<file path="src/rtl/reg_file_sb_pkg.sv">
// -----------------------------------------------------------------------------
// reg_file_sb_pkg
//   Shared constants and types for the integer register file. Decode and
//   hazard units use the same definitions.
//
//   XLEN       default data width
//   NREGS      default number of architectural registers
//   REG_AW     register address width for the default configuration
//   reg_addr_t register address type for the default configuration
//   MAX_REGS   upper bound on NREGS for any configuration
//   reg_mask() bit r set when register r exists and may be written/tracked
// -----------------------------------------------------------------------------
package reg_file_sb_pkg;

    localparam int XLEN     = 32;
    localparam int NREGS    = 32;
    localparam int REG_AW   = $clog2(NREGS);
    localparam int MAX_REGS = 32;

    typedef logic [REG_AW-1:0] reg_addr_t;

    // One bit per address. Clear for the hard-wired zero register and for
    // addresses beyond the implemented register count. Reads of a clear
    // address return zero; writes and issues to it are dropped.
    function automatic logic [MAX_REGS-1:0] reg_mask(input int nregs, input bit zero_reg);
        logic [MAX_REGS-1:0] m;
        m = '0;
        for (int r = 0; r < MAX_REGS; r++) begin
            m[r] = (r < nregs) && !(zero_reg && (r == 0));
        end
        return m;
    endfunction

endpackage

</file>
<file path="src/rtl/reg_file_sb_if.sv">
// -----------------------------------------------------------------------------
// reg_file_sb_if
//   Bundle of register-file signals between the pipeline and reg_file_sb.
//
//   i_rd_addr  NRD*AW    read addresses, port k at [k*AW +: AW]
//   o_rd_data  NRD*XLEN  read data, port k at [k*XLEN +: XLEN]
//   o_rd_busy  NRD       port k register has an outstanding write
//   i_wr_en    1         writeback strobe
//   i_wr_addr  AW        writeback destination
//   i_wr_data  XLEN      writeback data
//   i_iss_en   1         instruction issued with a destination
//   i_iss_addr AW        destination being marked pending
//   i_flush    1         drop all pending marks
//   o_pend_cnt AW+1      number of pending registers
//
//   master: pipeline side (drives i_*), slave: register file (drives o_*).
// -----------------------------------------------------------------------------
interface reg_file_sb_if #(
    parameter int XLEN  = 32,
    parameter int NREGS = 32,
    parameter int NRD   = 2
);
    localparam int AW = $clog2(NREGS);

    logic [NRD*AW-1:0]   i_rd_addr;
    logic [NRD*XLEN-1:0] o_rd_data;
    logic [NRD-1:0]      o_rd_busy;
    logic                i_wr_en;
    logic [AW-1:0]       i_wr_addr;
    logic [XLEN-1:0]     i_wr_data;
    logic                i_iss_en;
    logic [AW-1:0]       i_iss_addr;
    logic                i_flush;
    logic [AW:0]         o_pend_cnt;

    modport master (
        output i_rd_addr, i_wr_en, i_wr_addr, i_wr_data,
               i_iss_en, i_iss_addr, i_flush,
        input  o_rd_data, o_rd_busy, o_pend_cnt
    );

    modport slave (
        input  i_rd_addr, i_wr_en, i_wr_addr, i_wr_data,
               i_iss_en, i_iss_addr, i_flush,
        output o_rd_data, o_rd_busy, o_pend_cnt
    );

endinterface

</file>
<file path="src/rtl/reg_file_sb_scoreboard.sv">
// -----------------------------------------------------------------------------
// reg_file_sb_scoreboard
//   Pending-write scoreboard: one bit per register, set on issue, cleared on
//   writeback or flush. Reports per-read-port busy flags and a registered
//   count of pending registers.
//
//   clk       in   1       clock, rising edge
//   rst_n     in   1       asynchronous reset, active low
//   rd_addr   in   NRD*AW  read addresses, port k at [k*AW +: AW]
//   wr_en     in   1       writeback strobe
//   wr_addr   in   AW      writeback destination
//   iss_en    in   1       issue strobe
//   iss_addr  in   AW      destination being marked pending
//   flush     in   1       clear every pending mark
//   rd_busy   out  NRD     port k register is pending and not being written
//   pend_cnt  out  AW+1    population count of the pending bits
// -----------------------------------------------------------------------------
module reg_file_sb_scoreboard #(
    parameter  int NREGS    = 32,
    parameter  int NRD      = 2,
    parameter  int ZERO_REG = 1,
    localparam int AW       = $clog2(NREGS)
) (
    input  logic              clk,
    input  logic              rst_n,
    input  logic [NRD*AW-1:0] rd_addr,
    input  logic              wr_en,
    input  logic [AW-1:0]     wr_addr,
    input  logic              iss_en,
    input  logic [AW-1:0]     iss_addr,
    input  logic              flush,
    output logic [NRD-1:0]    rd_busy,
    output logic [AW:0]       pend_cnt
);
    import reg_file_sb_pkg::*;

    // Pending bits are kept for every encodable address so any address can
    // index them directly; bits outside TRACK are forced to zero.
    localparam int NPOW = 1 << AW;
    localparam int CW   = AW + 1;

    localparam logic [MAX_REGS-1:0] MASK_FULL = reg_mask(NREGS, ZERO_REG != 0);
    localparam logic [NPOW-1:0]     TRACK     = MASK_FULL[NPOW-1:0];

    logic [NPOW-1:0] pend_q;
    logic [NPOW-1:0] pend_d;
    logic [CW-1:0]   cnt_q;
    logic [CW-1:0]   cnt_d;

    // Next-state pending bits. Flush beats issue, issue beats writeback:
    // an issue and a writeback to the same register in one cycle means a new
    // producer has just claimed it, so it must stay pending.
    always_comb begin
        // NOTE: every variable gets a value before any branch so that no path
        // leaves it unassigned, which would otherwise infer a latch.
        pend_d = pend_q;
        cnt_d  = '0;
        for (int r = 0; r < NPOW; r++) begin
            if (flush) begin
                pend_d[r] = 1'b0;
            end else if (iss_en && (iss_addr == AW'(r))) begin
                pend_d[r] = 1'b1;
            end else if (wr_en && (wr_addr == AW'(r))) begin
                pend_d[r] = 1'b0;
            end
        end
        pend_d = pend_d & TRACK;
        for (int r = 0; r < NPOW; r++) begin
            cnt_d = cnt_d + CW'(pend_d[r]);
        end
    end

    // The count is registered alongside the bits it summarises, so it always
    // equals the popcount of pend_q and can never exceed the tracked set.
    always_ff @(posedge clk or negedge rst_n) begin
        if (!rst_n) begin
            pend_q <= '0;
            cnt_q  <= '0;
        end else begin
            // NOTE: sequential state uses non-blocking assignment so every
            // flop samples pre-edge values regardless of statement order.
            pend_q <= pend_d;
            cnt_q  <= cnt_d;
        end
    end

    // A writeback landing this cycle hides the pending mark: the bypass
    // already supplies the value, so decode need not stall on it.
    for (genvar k = 0; k < NRD; k++) begin : g_busy
        logic [AW-1:0] a;
        assign a          = rd_addr[k*AW +: AW];
        assign rd_busy[k] = pend_q[a] & ~(wr_en && (wr_addr == a));
    end

    assign pend_cnt = cnt_q;

endmodule

</file>
<file path="src/rtl/reg_file_sb.sv">
// -----------------------------------------------------------------------------
// reg_file_sb
//   Parametrised integer register file with a pending-write scoreboard.
//   NRD combinational read ports with same-cycle writeback bypass, one
//   writeback port, one issue port that marks destinations pending.
//
//   Parameters
//     XLEN      data width
//     NREGS     architectural registers (2..32)
//     NRD       read ports (1..4)
//     ZERO_REG  1: register 0 reads zero, is never stored, never pending
//
//   Ports
//     clk    in  clock, rising edge
//     rst_n  in  asynchronous reset, active low
//     bus    slave side of reg_file_sb_if (read, writeback, issue, flush,
//            busy flags and pending count)
// -----------------------------------------------------------------------------
module reg_file_sb #(
    parameter int XLEN     = reg_file_sb_pkg::XLEN,
    parameter int NREGS    = reg_file_sb_pkg::NREGS,
    parameter int NRD      = 2,
    parameter int ZERO_REG = 1
) (
    input  logic         clk,
    input  logic         rst_n,
    reg_file_sb_if.slave bus
);
    import reg_file_sb_pkg::*;

    localparam int AW   = $clog2(NREGS);
    localparam int NPOW = 1 << AW;

    // WMASK[a] is set only for addresses that hold real storage. Reads of
    // other addresses return zero and writes to them are dropped.
    localparam logic [MAX_REGS-1:0] MASK_FULL = reg_mask(NREGS, ZERO_REG != 0);
    localparam logic [NPOW-1:0]     WMASK     = MASK_FULL[NPOW-1:0];

    // The array spans every encodable address so read indexing never goes
    // out of bounds; entries outside WMASK are never written and stay zero.
    logic [XLEN-1:0] mem_q [NPOW];

    // NOTE: the register contents must read zero straight out of reset, so
    // this array is built from resettable flops rather than a RAM macro and
    // every entry is cleared in the reset branch.
    always_ff @(posedge clk or negedge rst_n) begin
        if (!rst_n) begin
            for (int r = 0; r < NPOW; r++) begin
                mem_q[r] <= '0;
            end
        end else if (bus.i_wr_en && WMASK[bus.i_wr_addr]) begin
            mem_q[bus.i_wr_addr] <= bus.i_wr_data;
        end
    end

    // Per-port read mux: masked address first (zero register, out of range),
    // then bypass of the writeback landing this cycle, then stored value.
    for (genvar k = 0; k < NRD; k++) begin : g_rd
        logic [AW-1:0]   a;
        logic [XLEN-1:0] rd;

        assign a = bus.i_rd_addr[k*AW +: AW];

        always_comb begin
            if (!WMASK[a]) begin
                rd = '0;
            end else if (bus.i_wr_en && (bus.i_wr_addr == a)) begin
                rd = bus.i_wr_data;
            end else begin
                rd = mem_q[a];
            end
        end

        assign bus.o_rd_data[k*XLEN +: XLEN] = rd;
    end

    reg_file_sb_scoreboard #(
        .NREGS    (NREGS),
        .NRD      (NRD),
        .ZERO_REG (ZERO_REG)
    ) u_scoreboard (
        .clk      (clk),
        .rst_n    (rst_n),
        .rd_addr  (bus.i_rd_addr),
        .wr_en    (bus.i_wr_en),
        .wr_addr  (bus.i_wr_addr),
        .iss_en   (bus.i_iss_en),
        .iss_addr (bus.i_iss_addr),
        .flush    (bus.i_flush),
        .rd_busy  (bus.o_rd_busy),
        .pend_cnt (bus.o_pend_cnt)
    );

endmodule

</file>
<file path="src/flat_wrapper.sv">
// flat-port wrapper written by rule: the top's interface ports become plain ports
module reg_file_sb_flat import reg_file_sb_pkg::*;
#(
    parameter int XLEN     = reg_file_sb_pkg::XLEN,
    parameter int NREGS    = reg_file_sb_pkg::NREGS,
    parameter int NRD      = 2,
    parameter int ZERO_REG = 1
)
  (clk, rst_n, bus_i_rd_addr, bus_i_wr_en, bus_i_wr_addr, bus_i_wr_data, bus_i_iss_en, bus_i_iss_addr, bus_i_flush, bus_o_rd_data, bus_o_rd_busy, bus_o_pend_cnt);
  reg_file_sb_if #(.XLEN(XLEN), .NREGS(NREGS), .NRD(NRD)) bus_i ();
  input  logic clk;
  input  logic rst_n;
  input wire logic [$bits(bus_i.i_rd_addr)-1:0] bus_i_rd_addr;
  input wire logic [$bits(bus_i.i_wr_en)-1:0] bus_i_wr_en;
  input wire logic [$bits(bus_i.i_wr_addr)-1:0] bus_i_wr_addr;
  input wire logic [$bits(bus_i.i_wr_data)-1:0] bus_i_wr_data;
  input wire logic [$bits(bus_i.i_iss_en)-1:0] bus_i_iss_en;
  input wire logic [$bits(bus_i.i_iss_addr)-1:0] bus_i_iss_addr;
  input wire logic [$bits(bus_i.i_flush)-1:0] bus_i_flush;
  output wire logic [$bits(bus_i.o_rd_data)-1:0] bus_o_rd_data;
  output wire logic [$bits(bus_i.o_rd_busy)-1:0] bus_o_rd_busy;
  output wire logic [$bits(bus_i.o_pend_cnt)-1:0] bus_o_pend_cnt;
  assign bus_i.i_rd_addr = bus_i_rd_addr;
  assign bus_i.i_wr_en = bus_i_wr_en;
  assign bus_i.i_wr_addr = bus_i_wr_addr;
  assign bus_i.i_wr_data = bus_i_wr_data;
  assign bus_i.i_iss_en = bus_i_iss_en;
  assign bus_i.i_iss_addr = bus_i_iss_addr;
  assign bus_i.i_flush = bus_i_flush;
  assign bus_o_rd_data = bus_i.o_rd_data;
  assign bus_o_rd_busy = bus_i.o_rd_busy;
  assign bus_o_pend_cnt = bus_i.o_pend_cnt;
  reg_file_sb #(.XLEN(XLEN), .NREGS(NREGS), .NRD(NRD), .ZERO_REG(ZERO_REG)) u_core (.clk(clk), .rst_n(rst_n), .bus(bus_i));
endmodule
</file>
<file path="config.mk">
export PLATFORM = sky130hd
export DESIGN_NAME = reg_file_sb_flat
export DESIGN_NICKNAME = d
export VERILOG_FILES = /design/src/rtl/reg_file_sb_pkg.sv /design/src/rtl/reg_file_sb_if.sv /design/src/rtl/reg_file_sb_scoreboard.sv /design/src/rtl/reg_file_sb.sv /design/src/flat_wrapper.sv
export SDC_FILE = /design/constraint.sdc
export NUM_CORES = 2
export LEC_CHECK = 0
export ABC_AREA = 1
export BUFFER_PORTS_ARGS = -buffer_cell sky130_fd_sc_hd__buf_4
export CAP_MARGIN = 20
export CORE_MARGIN = 1
export CORE_UTILIZATION = 37
export DETAILED_ROUTE_END_ITERATION = 8
export PLACE_DENSITY_LB_ADDON = 0.3
export SYNTH_ARGS = -nofsm -noshare
export SYNTH_HDL_FRONTEND = slang
export SYNTH_SLANG_ARGS = --single-unit
</file>
<file path="constraint.sdc">
create_clock -name clk -period 5.7 [get_ports clk]
set_clock_uncertainty 0.15 [all_clocks]
set_input_delay 0.285 -clock clk [delete_from_list [all_inputs] [get_ports clk]]
set_output_delay 0.285 -clock clk [all_outputs]
set_load 0.02 [all_outputs]
</file>
# Word-level counts from Yosys, hierarchy flattened
# Memories as Yosys holds them, arrays and structs flattened.
# Index checks and enable logic that the tools add are counted.
classes:
  n_addsub: 30
  order_cmp: 7
  n_eq_ne: 64
  n_mux: 113
  n_bitwise: 7
  reduce_logical: 66
op_table:
  columns: ["op", "n"]
  rows:
  - ["1024-bit bitwise mux", 1]
  - ["32-bit binary-select mux with 5-bit select", 2]
  - ["32-bit two-way mux", 9]
  - ["32-bit demux with 5-bit select", 1]
  - ["5-bit equality test (second input constant)", 32]
  - ["6-bit by 1-bit adder with 6-bit output", 25]
  - ["1-bit two-way mux", 98]
  - ["5-bit by 4-bit equality test with 1-bit output (second input constant)", 16]
  - ["1-bit logical AND", 66]
  - ["5-bit by 3-bit equality test with 1-bit output (second input constant)", 8]
  - ["5-bit by 2-bit equality test with 1-bit output (second input constant)", 4]
  - ["6-bit >= comparator (second input constant)", 3]
  - ["5-bit by 6-bit < comparator with 1-bit output (second input constant)", 3]
  - ["5-bit inverter with 6-bit output", 3]
  - ["1-bit binary-select mux with 5-bit select", 2]
  - ["5-bit by 1-bit equality test with 1-bit output (second input constant)", 2]
  - ["5-bit equality test", 2]
  - ["5-bit by 1-bit adder with 6-bit output", 1]
  - ["6-bit by 1-bit < comparator with 1-bit output (second input constant)", 1]
  - ["4-bit by 1-bit adder with 5-bit output", 1]
  - ["3-bit by 1-bit adder with 4-bit output", 1]
  - ["2-bit by 1-bit adder with 3-bit output", 1]
  - ["1-bit by 1-bit adder with 2-bit output", 1]
  - ["1-bit bitwise AND", 2]
  - ["1-bit inverter", 2]
totals:
  reg_bits: 1061
  mem_bits_ro: 96
  input_bits: 57
  elab_cells: 324
  memories: 3
mem_list:
  columns: ["name", "depth", "word_bits", "rd", "rd_clocked_by_memory_dff", "wr", "line_no", "source"]
  rows:
  - ["(no name shown)", 32, 1, 1, 0, 0, "reg_file_sb.sv:65", "if (!WMASK[a]) begin"]
  - ["(no name shown)", 32, 1, 1, 0, 0, "reg_file_sb.sv:65", null]
  - ["(no name shown)", 32, 1, 1, 0, 0, "reg_file_sb.sv:51", "end else if (bus.i_wr_en && WMASK[bus.i_wr_addr]) begin"]

# Longest topological paths before layout
logic_depth:
  word_depth: 35
  mapped_depth: 23
  depth_no_buf: 22

# Hierarchy
# From an unflattened synthesis, not the netlist that was laid out.
unflattened:
  hier_cells: 9270
  area_unflattened_um2: 62429.9
modules_own_cells:
  columns: ["mod", "instances", "cells_per_inst", "area_each_um2"]
  rows:
  - ["reg_file_sb", 1, 8789, 59161.7]
  - ["reg_file_sb_scoreboard", 1, 481, 3268.1]

# Worst setup path after synthesis
# Ideal clock, no wire load.
synth_timing:
  path_type: "input port to flip-flop"
  start: "in bus_i_wr_addr[4]"
  end: "reg u_core.u_scoreboard.cnt_q[4], in the netlist u_core.u_scoreboard.pend_cnt[4]"
  setup_time_ns: 0.123
  arrival_ns: 5.010
  setup_slack_ns: 0.418
  path_stages: 23
  path_buffers: 1
  path_cell_list: "inv_2 > nor3_1 > inv_2 > nor2_4 > inv_2 > buf_2 > nand2_1 > a21oi_1 > inv_1 > fa_1 > fa_1 > fa_1 > fa_1 > fa_1 > inv_1 > fa_1 > inv_1 > fa_1 > inv_1 > fa_1 > nand3_1 > nand3_1 > xor2_1"
synth_between:
  elab_cells_between_ends: 185
synth_lines:
  columns: ["element", "line_no", "source"]
  rows:
  - ["start, declared", "flat_wrapper.sv:15", "input wire logic [$bits(bus_i.i_wr_addr)-1:0] bus_i_wr_addr;"]
  - ["5-bit equality test", "reg_file_sb_scoreboard.sv:63", "end else if (wr_en && (wr_addr == AW'(r))) begin"]
  - ["1-bit logical AND", "reg_file_sb_scoreboard.sv:63", null]
  - ["1-bit two-way mux", "reg_file_sb_scoreboard.sv:63", null]
  - ["1-bit two-way mux", "reg_file_sb_scoreboard.sv:61", "end else if (iss_en && (iss_addr == AW'(r))) begin"]
  - ["1-bit two-way mux", "reg_file_sb_scoreboard.sv:59", "if (flush) begin"]
  - ["net u_core.u_scoreboard.pend_d[26]", "reg_file_sb_scoreboard.sv:46", "logic [NPOW-1:0] pend_d;"]
  - ["6-bit by 1-bit adder with 6-bit output (6 in series)", "reg_file_sb_scoreboard.sv:69", "cnt_d = cnt_d + CW'(pend_d[r]);"]
  - ["net u_core.u_scoreboard.cnt_d[4]", "reg_file_sb_scoreboard.sv:48", "logic [CW-1:0] cnt_d;"]
  - ["end signal, assigned", "reg_file_sb_scoreboard.sv:83", "cnt_q <= cnt_d;"]
  - ["end, declared", "reg_file_sb_scoreboard.sv:47", "logic [CW-1:0] cnt_q;"]
# The timed path passes the listed nets, and every way through them passes these cells.
# A chain may end at the register's enable or synchronous reset.

# Worst setup path in the final report
layout_timing:
  start: "in bus_i_wr_addr[3]"
  end: "reg u_core.u_scoreboard.cnt_q[4], in the netlist u_core.u_scoreboard.pend_cnt[4]"
layout_between:
  elab_cells_between_ends: 185
layout_lines:
  columns: ["element", "line_no"]
  rows:
  - ["5-bit by 4-bit equality test with 1-bit output", "reg_file_sb_scoreboard.sv:63"]
  - ["1-bit logical AND", "reg_file_sb_scoreboard.sv:63"]
  - ["1-bit two-way mux", "reg_file_sb_scoreboard.sv:63"]
  - ["1-bit two-way mux", "reg_file_sb_scoreboard.sv:61"]
  - ["1-bit two-way mux", "reg_file_sb_scoreboard.sv:59"]
  - ["net u_core.u_scoreboard.pend_d[14]", "reg_file_sb_scoreboard.sv:46"]
  - ["6-bit by 1-bit adder with 6-bit output (18 in series)", "reg_file_sb_scoreboard.sv:69"]
  - ["net u_core.u_scoreboard.cnt_d[4]", "reg_file_sb_scoreboard.sv:48"]
# The timed path passes the listed nets, and every way through them passes these cells.

==> reports/metrics.csv <==
stage,metric,value,unit
routing,drtPass1Iterations,9,
layout,finalInstanceArea,68580,µm²
timing,finalWorstPathRequiredPeriod,5446,ps
layout,finalNonFillerCells,11050,
clocking,cts_buffers,118,
timing,final_hold_viol_count,0,
power_and_ir_drop,finalPower,22800,µW
global_route,grt_use_total,30.08,%
timing,maxSlewHeadroom,22.76,%
placed_design,routabilityCongestion,0.8988,
floorplan,start_util,37.34,%
synthesis,avgSynthCellArea,6.813,µm²
placed_design,dpl.cell_count,10780,
placed_design,placedInstanceArea,64060,µm²
power_and_ir_drop,peakVddDrop,0.3148,mV
worst_setup_path,crit_arrival,5960,ps
floorplan,fp.dieW,410.5,µm
global_route,grt_max_degree,184,
outcome,status,"finished, violations left",
clocking,cts_tree,done,
layout,multi_input_area,28790,µm²
synthesis,synth_top_area_cell,dfrtp_1,
hold_path,hp-class,primary input to asynchronous set/reset pin,
clocking,clk_pin_slew_worst_paths,60,ps
synthesis,synthDistinctLibCells,33,
floorplan,io-pin-count,129,
timing,timing.final.crit_share,95.55,%
clocking,clk_latency,750,ps
worst_setup_path,start_kind,primary input,
placed_design,place_hpwl,140900,µm
global_route,first_global_vias,58090,
outcome,violations,design-rule violations,
timing,tightest_slew,1159,ps
layout,area_delta_synth_final,11.08,%
layout,layout_commonest_cell,nand2_1,
power_and_ir_drop,power.leakage,0.03255,µW
timing,fmax,183.6,MHz
worst_setup_path,criticalPathCategory,primary input to flop,
worst_setup_path,required,6210,ps
timing,maxSlewViolCount,0,
routing,wirelength,257700,µm
worst_setup_path,worst-path-max-fanout,7,
layout,finalNetCount,8848,
synthesis,synthesis.area,61740,µm²
global_route,gr-total-overflow,0,
global_route,grt_pass1_wl,382000,µm
floorplan,coreArea,165400,µm²
routing,ant_nets,0,
synthesis,synthTopCellsByArea,"dfrtp_1, nand2_1, o21ai_0",
synthesis,synth_cells,9062,
global_route,use_met3,5.203,%
timing,setup_viol,0,
worst_setup_path,endpoint_kind,flop,
synthesis,seq_area_frac_synth,43.00,%
routing,wl_per_cell,23.32,µm
global_route,antenna_found_initial,9,
synthesis,synth.top_cell.area_share,43.00,%
clocking,htree_num_levels,3,
timing,setup_tns,0,ps
layout,drive_gt1_share,6.480,%
placed_design,port_buffers,128,
layout,final_cell_mix,"nand2_1, o21ai_0, dfrtp_1, nand3_1, inv_1",
power_and_ir_drop,power_density,332.5,nW/µm²
global_route,top_usage_layer,met2,
routing,drt_drc_violations_left,10,
clocking,cts_root_buffer,clkbuf_16,
timing,rsz0062_at_grt,no,
routing,via_per_inst,5.608,
placed_design,dp_slack,75.29,ps
synthesis,syn_nets,9149,
floorplan,fp-row-count,149,
global_route,gr-usage-met2,46.90,%
floorplan,dieArea,168500,µm²
synthesis,yosys_warnings,0,
run,drv_cap,0,
clocking,clockBufferDepth,3,
floorplan,die_y,410.5,µm
layout,ff_latch_area,26550,µm²
layout,nFillCells,16870,
clocking,cts.sinks,1061,
global_route,grt_util_met1,39.34,%
timing,worst_slack,253.9,ps
routing,num_vias,61970,
synthesis,ys_ff_latch,1061,
routing,drt_iter0_markers,8254,
[kinds of logic (layout without fill, tap and decap cells)]
logic type | count (synthesis) | count (layout) | share of synthesized area (%)
XOR/XNOR | 3 | 3 | 0.04256
AND/OR/NAND/NOR | 4514 | 4514 | 29.73
adder cells (fa/ha/maj) | 30 | 30 | 0.8876
other | 0 | 3 | 0
buffers and inverters | 1675 | 1471 | 10.76
flip-flops | 1061 | 1061 | 43.00
AO/OA/AOI/OAI | 1779 | 1779 | 15.58
[final timing paths]
| path | from | endpoint | slack [ps] | cells past startpoint |
|---|---|---|---|---|
| setup / recovery | bus_i_wr_addr[3] | u_core.u_scoreboard.pend_cnt[4] | 250 | 22 |
| hold / removal | rst_n | u_core.mem_q[480] | 20 | 2 |
| setup reg to reg | u_core.u_scoreboard.pend_q[14] | u_core.u_scoreboard.pend_cnt[4] | 560 | 17 |
| hold reg to reg | u_core.mem_q[1015] | u_core.mem_q[1015] | 230 | 0 |
| max in group asynchronous | rst_n | u_core.mem_q[858] | 3950 | 3 |
| min in group clk | bus_i_wr_addr[0] | u_core.mem_q[191] | 60 | 7 |
[power breakdown]
group	switching (µW)	leakage, µW	internal [µW]	total, µW
clock network	3410	0.00197	4620	8030
registers	768	0.0131	9010	9780
logic	3360	0.0175	1640	5000
[repair_timing]
| action | in CTS | in global routing |
|---|---|---|
| setup endpoints to repair | 0 | 5 |
| buffers inserted | 0 | 1 |
| endpoints found under the hold margin | 634 | 0 |
| resized for setup | 0 | 7 |
| hold buffers | 51 | 0 |
[cell usage after synthesis (all sizes together)]
cell	number
nand2	2920
o21ai	1204
dfrtp	1061
nand3	975
inv	912
nor2	593
clkbuf	459
buf	304
a21oi	286
o211ai	277
fa	23
or2	13
nor3	10
ha	7
o22ai	6
nand4	3
o21a	3
xor2	3
a21boi	1
a22o	1
a22oi	1
[layer usage]
metal / wire (µm) / share of wire, %
met1: 103300 / 40
met2: 113100 / 44
met3: 25300 / 9.8
met4: 15910 / 6.2
met5: 12 / 0.0047
[registers in the layout, indices dropped and copies added (netlist names)]
| signal | count |
|---|---|
| u_core.mem_q | 1024 |
| u_core.u_scoreboard.pend_cnt | 6 |
| u_core.u_scoreboard.pend_q | 31 |
[stage by stage]
step | hold WS [ps] | util, %
after floorplan | -160.6 | -
after global placement | 208.2 | 38.72
after detailed placement | 216.9 | 38.74
after CTS | 4.760 | 41.46
after global routing | 54.32 | 41.47
final | 17.33 | 41.48
[final cells by class]
class / instances / share of cell area [%]
multi-input combinational: 6326 / 41.97
sequential: 1061 / 38.71
inverter: 912 / 5.044
clock buffer: 172 / 5.011
timing repair buffer: 342 / 4.446
tap: 2189 / 3.993
clock inverter: 45 / 0.8082
antenna: 3 / 0.01095
[critical path: stages]
cell           delay, ps
dlygate4sd3_1        530
buf_4                150
inv_2                 70
nor3_2               190
inv_1                 70
o21ai_0              290
a21oi_1              180
fa_1                 590
inv_1                 60
fa_1                 480
fa_1                 500
fa_1                 510
fa_1                 500
inv_1                 50
fa_1                 480
inv_1                 50
fa_1                 370
inv_2                 90
fa_2                 200
nand3_1               80
nand3_1               90
xor2_1               150
Power figures use the tool's default switching activity.
